[config.mk]
export PLATFORM = sky130hd
export DESIGN_NAME = sum_accumulator
export DESIGN_NICKNAME = d
export VERILOG_FILES = /design/src/rtl/sum_accumulator.sv
export SDC_FILE = /design/constraint.sdc
export NUM_CORES = 1
export LEC_CHECK = 0
export CORE_MARGIN = 2
export CORE_UTILIZATION = 60
export DETAILED_ROUTE_END_ITERATION = 8
export DONT_BUFFER_PORTS = 1
export PLACE_DENSITY = 0.73
export RECOVER_POWER = 50
export REMOVE_ABC_BUFFERS = 1
export SYNTH_ARGS = -nofsm -noshare
export SYNTH_HDL_FRONTEND = slang
export SYNTH_SLANG_ARGS = --single-unit
export TNS_END_PERCENT = 100
[constraint.sdc]
create_clock -name clk -period 2.9 [get_ports clk]
set_input_delay 0.58 -clock clk [delete_from_list [all_inputs] [get_ports clk]]
set_output_delay 0.58 -clock clk [all_outputs]
set_load 0.1 [all_outputs]
[src/rtl/sum_accumulator.sv]
// Batch accumulator behind the 4-bit adder/subtractor. It sums N_SAMPLES signed samples
// into a wider register, then holds the total on a valid/ready output until it is taken.
module sum_accumulator #(
  parameter int WIDTH     = 4,
  parameter int ACC_WIDTH = 8,
  parameter int N_SAMPLES = 8,
  parameter int SATURATE  = 1
) (
  input  logic                 clk,
  input  logic                 rst_n,
  input  logic                 clear,
  input  logic                 in_valid,
  output logic                 in_ready,
  input  logic [WIDTH-1:0]     sum,
  input  logic                 ovf,
  output logic                 out_valid,
  input  logic                 out_ready,
  output logic [ACC_WIDTH-1:0] acc,
  output logic [3:0]           count,
  output logic                 sticky_ovf,
  output logic                 sat
);

  typedef enum logic {ACCUM, HOLD} state_t;

  localparam logic [3:0] LAST_COUNT = 4'(N_SAMPLES - 1);

  state_t               r_state, w_state_next;
  logic [ACC_WIDTH-1:0] r_acc, w_acc_next;
  logic [3:0]           r_count, w_count_next;
  logic                 r_sticky, w_sticky_next;
  logic                 r_sat, w_sat_next;
  logic                 r_in_ready, w_in_ready_next;
  logic                 r_out_valid, w_out_valid_next;

  logic [ACC_WIDTH:0]   w_sum_ext;
  logic [ACC_WIDTH:0]   w_acc_ext;
  logic [ACC_WIDTH:0]   w_sum_full;
  logic                 w_range_err;
  logic [ACC_WIDTH-1:0] w_acc_sum;
  logic                 w_accept;

  // One guard bit above the accumulator exposes overflow as a mismatch of the top two bits.
  assign w_sum_ext   = {{(ACC_WIDTH + 1 - WIDTH){sum[WIDTH-1]}}, sum};
  assign w_acc_ext   = {r_acc[ACC_WIDTH-1], r_acc};
  assign w_sum_full  = w_acc_ext + w_sum_ext;
  assign w_range_err = w_sum_full[ACC_WIDTH] ^ w_sum_full[ACC_WIDTH-1];
  assign w_accept    = in_valid & r_in_ready;

  always_comb begin
    w_acc_sum = w_sum_full[ACC_WIDTH-1:0];
    if (w_range_err && (SATURATE != 0)) begin
      w_acc_sum = w_sum_full[ACC_WIDTH] ? {1'b1, {(ACC_WIDTH-1){1'b0}}}
                                        : {1'b0, {(ACC_WIDTH-1){1'b1}}};
    end
  end

  always_comb begin
    w_state_next  = r_state;
    w_acc_next    = r_acc;
    w_count_next  = r_count;
    w_sticky_next = r_sticky;
    w_sat_next    = r_sat;
    if (clear) begin
      w_state_next  = ACCUM;
      w_acc_next    = '0;
      w_count_next  = '0;
      w_sticky_next = 1'b0;
      w_sat_next    = 1'b0;
    end else begin
      case (r_state)
        ACCUM: begin
          if (w_accept) begin
            w_acc_next    = w_acc_sum;
            w_count_next  = r_count + 4'd1;
            w_sticky_next = r_sticky | ovf;
            w_sat_next    = r_sat | w_range_err;
            if (r_count == LAST_COUNT) w_state_next = HOLD;
          end
        end
        HOLD: begin
          if (out_ready) begin
            w_state_next  = ACCUM;
            w_acc_next    = '0;
            w_count_next  = '0;
            w_sticky_next = 1'b0;
            w_sat_next    = 1'b0;
          end
        end
        default: w_state_next = ACCUM;
      endcase
    end
    w_in_ready_next  = (w_state_next == ACCUM);
    w_out_valid_next = (w_state_next == HOLD);
  end

  always_ff @(posedge clk or negedge rst_n) begin
    if (!rst_n) begin
      r_state     <= ACCUM;
      r_acc       <= '0;
      r_count     <= '0;
      r_sticky    <= 1'b0;
      r_sat       <= 1'b0;
      r_in_ready  <= 1'b1;
      r_out_valid <= 1'b0;
    end else begin
      r_state     <= w_state_next;
      r_acc       <= w_acc_next;
      r_count     <= w_count_next;
      r_sticky    <= w_sticky_next;
      r_sat       <= w_sat_next;
      r_in_ready  <= w_in_ready_next;
      r_out_valid <= w_out_valid_next;
    end
  end

  assign in_ready   = r_in_ready;
  assign out_valid  = r_out_valid;
  assign acc        = r_acc;
  assign count      = r_count;
  assign sticky_ovf = r_sticky;
  assign sat        = r_sat;

endmodule

==> reports/results.ini <==
[flow_run]
drv_cap=0

[sta]
fmax_mhz=406
setup_viol=0
min_period_ns=2.47
finalClockSkew_ns=0.00481
final.setup.tns_ns=0
hold_viol=0
rsz0062_at_grt=no
slew_viol_final=0
timing.final.ws_setup_ns=0.434
slew_headroom_pct=13.1
worstMarginPinSlew_ns=1.30
finalCritPeriodShare_pct=85.0

[layout]
fin_area_sq_mm=0.00128
nets=151
drive_gt1_share_pct=17.7
area_growth_syn_to_layout_pct=12.6
n_antenna_cell=0

[power_and_ir_drop]
p_leak_nw=0.597
ir_drop_mv=0.890
powerDensity_mw_per_mm2=1260

[route]
routed_via_density=6.23
postRouteAntennaNets=0
wl_per_cell_microns=16.3
drc=0
drt_wl_total_microns=2530
vias=966
drt_iter0_drc=22
dr.pass1.iters=5

[worst_setup_path]
crit_required_ns=3.13
endpoint_kind=register
critPathMaxFanout=5
rr_worst_depth=6
r2r-start=count[0]
cp_slowest_cell=clkbuf_1
crit_cells=6
r2r_setup_slack_ns=0.43
crit_path_cell_trace=clkbuf_1 > ha_1 > nor4bb_1 > a32oi_1 > or2_2 > inv_1
crit_type=reg -> reg
cp.arrival_ns=2.69
r2r_end=out_valid
crit_family=buffers and inverters
path_buf_inv=2
cp_slowest_stage_delay_ns=0.95
startpoint_type=register

[global_routing]
grt_max_degree=16
overflow=0
grtUsageTotal_pct=24.9
grt_pass1_vias=877
grt_pass1_wl_microns=3880
antenna_found_initial=0

[cts]
cts_buffers=3
clk_pin_slew_ns=0.09
clk_latency_ns=0.28
root_buffer=clkbuf_4
tritoncts=built
h-tree-depth=1
clockBufferDepth=2
clkSinkCount=16
ctsResizeCount=0
post_cts_buffers=0

[hold_path]
hp-class=in -> async

[yosys]
synth_ff_type=dfrtp_1
syn_inst=115
synthesis.area_sq_mm=0.00114
synth_edf_count=0
yosys_warnings=0
syn_area_per_cell_sq_um=9.91
synth.area.top_cells=dfrtp_1, ha_1, a32oi_1
yosysMostFrequentCell=dfrtp_1
ys_seq_elements=16
synth_common_cells=dfrtp_1, ha_1, a32oi_1, nand2_1, nor2_1
async_flop_share_pct=100
synth_top_area_cell=dfrtp_1
synth.distinct_cells=46
seq_area_frac_synth_pct=35.2
yosysTopAreaCellShare_pct=32.9

[placement]
detailedPlacementHpwl_microns=1950
place_area_sq_mm=0.00126
port_buffers=0
place_ws_ns=0.424
gp_congestion=0.897

[die]
die_w_microns=47.6
core_sq_mm=0.00176
dieArea_sq_mm=0.00226
num_io_pins=26
start_util_pct=64.6
die_h_microns=47.6
std_cell_rows=15

[outcome]
status=finished, final reports clean

==> worst max-delay path by stage <==
stage	from	end	slack [ns]
after global placement	sum[0]	acc[0]	0.50
after CTS	acc[0]	acc[6]	0.65
final	count[0]	out_valid	0.43
after global routing	count[1]	out_valid	0.34
after floorplan	acc[0]	acc[1]	0.24
after detailed placement	sum[0]	acc[6]	0.42
==> area by class of cell <==
class / instances / area, sq um
Tap cell: 25 / 31.3
Timing Repair Buffer: 15 / 96.3
Fill cell: 149 / 480
Inverter: 5 / 18.8
Multi-Input combinational cell: 90 / 699
Clock buffer: 4 / 36.3
Sequential cell: 16 / 402
==> sequential cells by signal, indices dropped and copies added (netlist names) <==
signal	flops
acc	8
count	4
in_ready	1
out_valid	1
sat	1
sticky_ovf	1
==> report_power, final <==
part	total [mW]	switching (mW)	internal, mW	leakage, nW
Combinational	1.09	0.764	0.331	0.370
Sequential	0.375	0.0946	0.280	0.206
Clock	0.143	0.0671	0.0764	0.0210
==> through the flow <==
stage	instances	hold WS [ns]	power, mW	utilization [%]
floorplan	111	0.284	1.26	-
global placement	150	0.285	1.44	71.2
detailed placement	150	0.285	1.47	71.2
CTS	155	0.122	1.62	73.8
global route	155	0.109	1.71	72.8
finish	155	0.130	1.61	72.8
==> layout by cell type (no fill, tap or decap), types with 7 or more instances in the layout <==
master,n
a32oi_1,8
ha_1,9
buf_4,9
nor2_1,7
dfrtp_1,15
nand2_1,7
==> timing repair <==
| action | in CTS | in global routing |
|---|---|---|
| endpoints found under the setup margin | 0 | 0 |
| hold buffers | 1 | 0 |
| hold endpoints to repair | 15 | 0 |
==> layer usage <==
layer | global-route usage [%] | part of all wire [%] | up-vias
li1 | - | - | 474
met1 | 37.1 | 46 | 453
met3 | 6.79 | 8.4 | 4
met4 | 4.32 | 0.47 | 0
met2 | 37.0 | 45 | 35
met5 | 0 | 0 | -
==> kinds of logic (layout without fill, tap and decap cells) <==
group	count (synthesis)	in the layout	synth area share, %
AND/OR/NAND/NOR	32	32	15.8
multiplexers	2	2	2.20
AO/OA/AOI/OAI	40	40	27.1
buffers and inverters	9	24	3.40
XOR/XNOR	6	6	4.61
adder cells (fa/ha/maj)	10	10	11.6
flip-flops	16	16	35.2
Power figures use the tool's default switching activity.
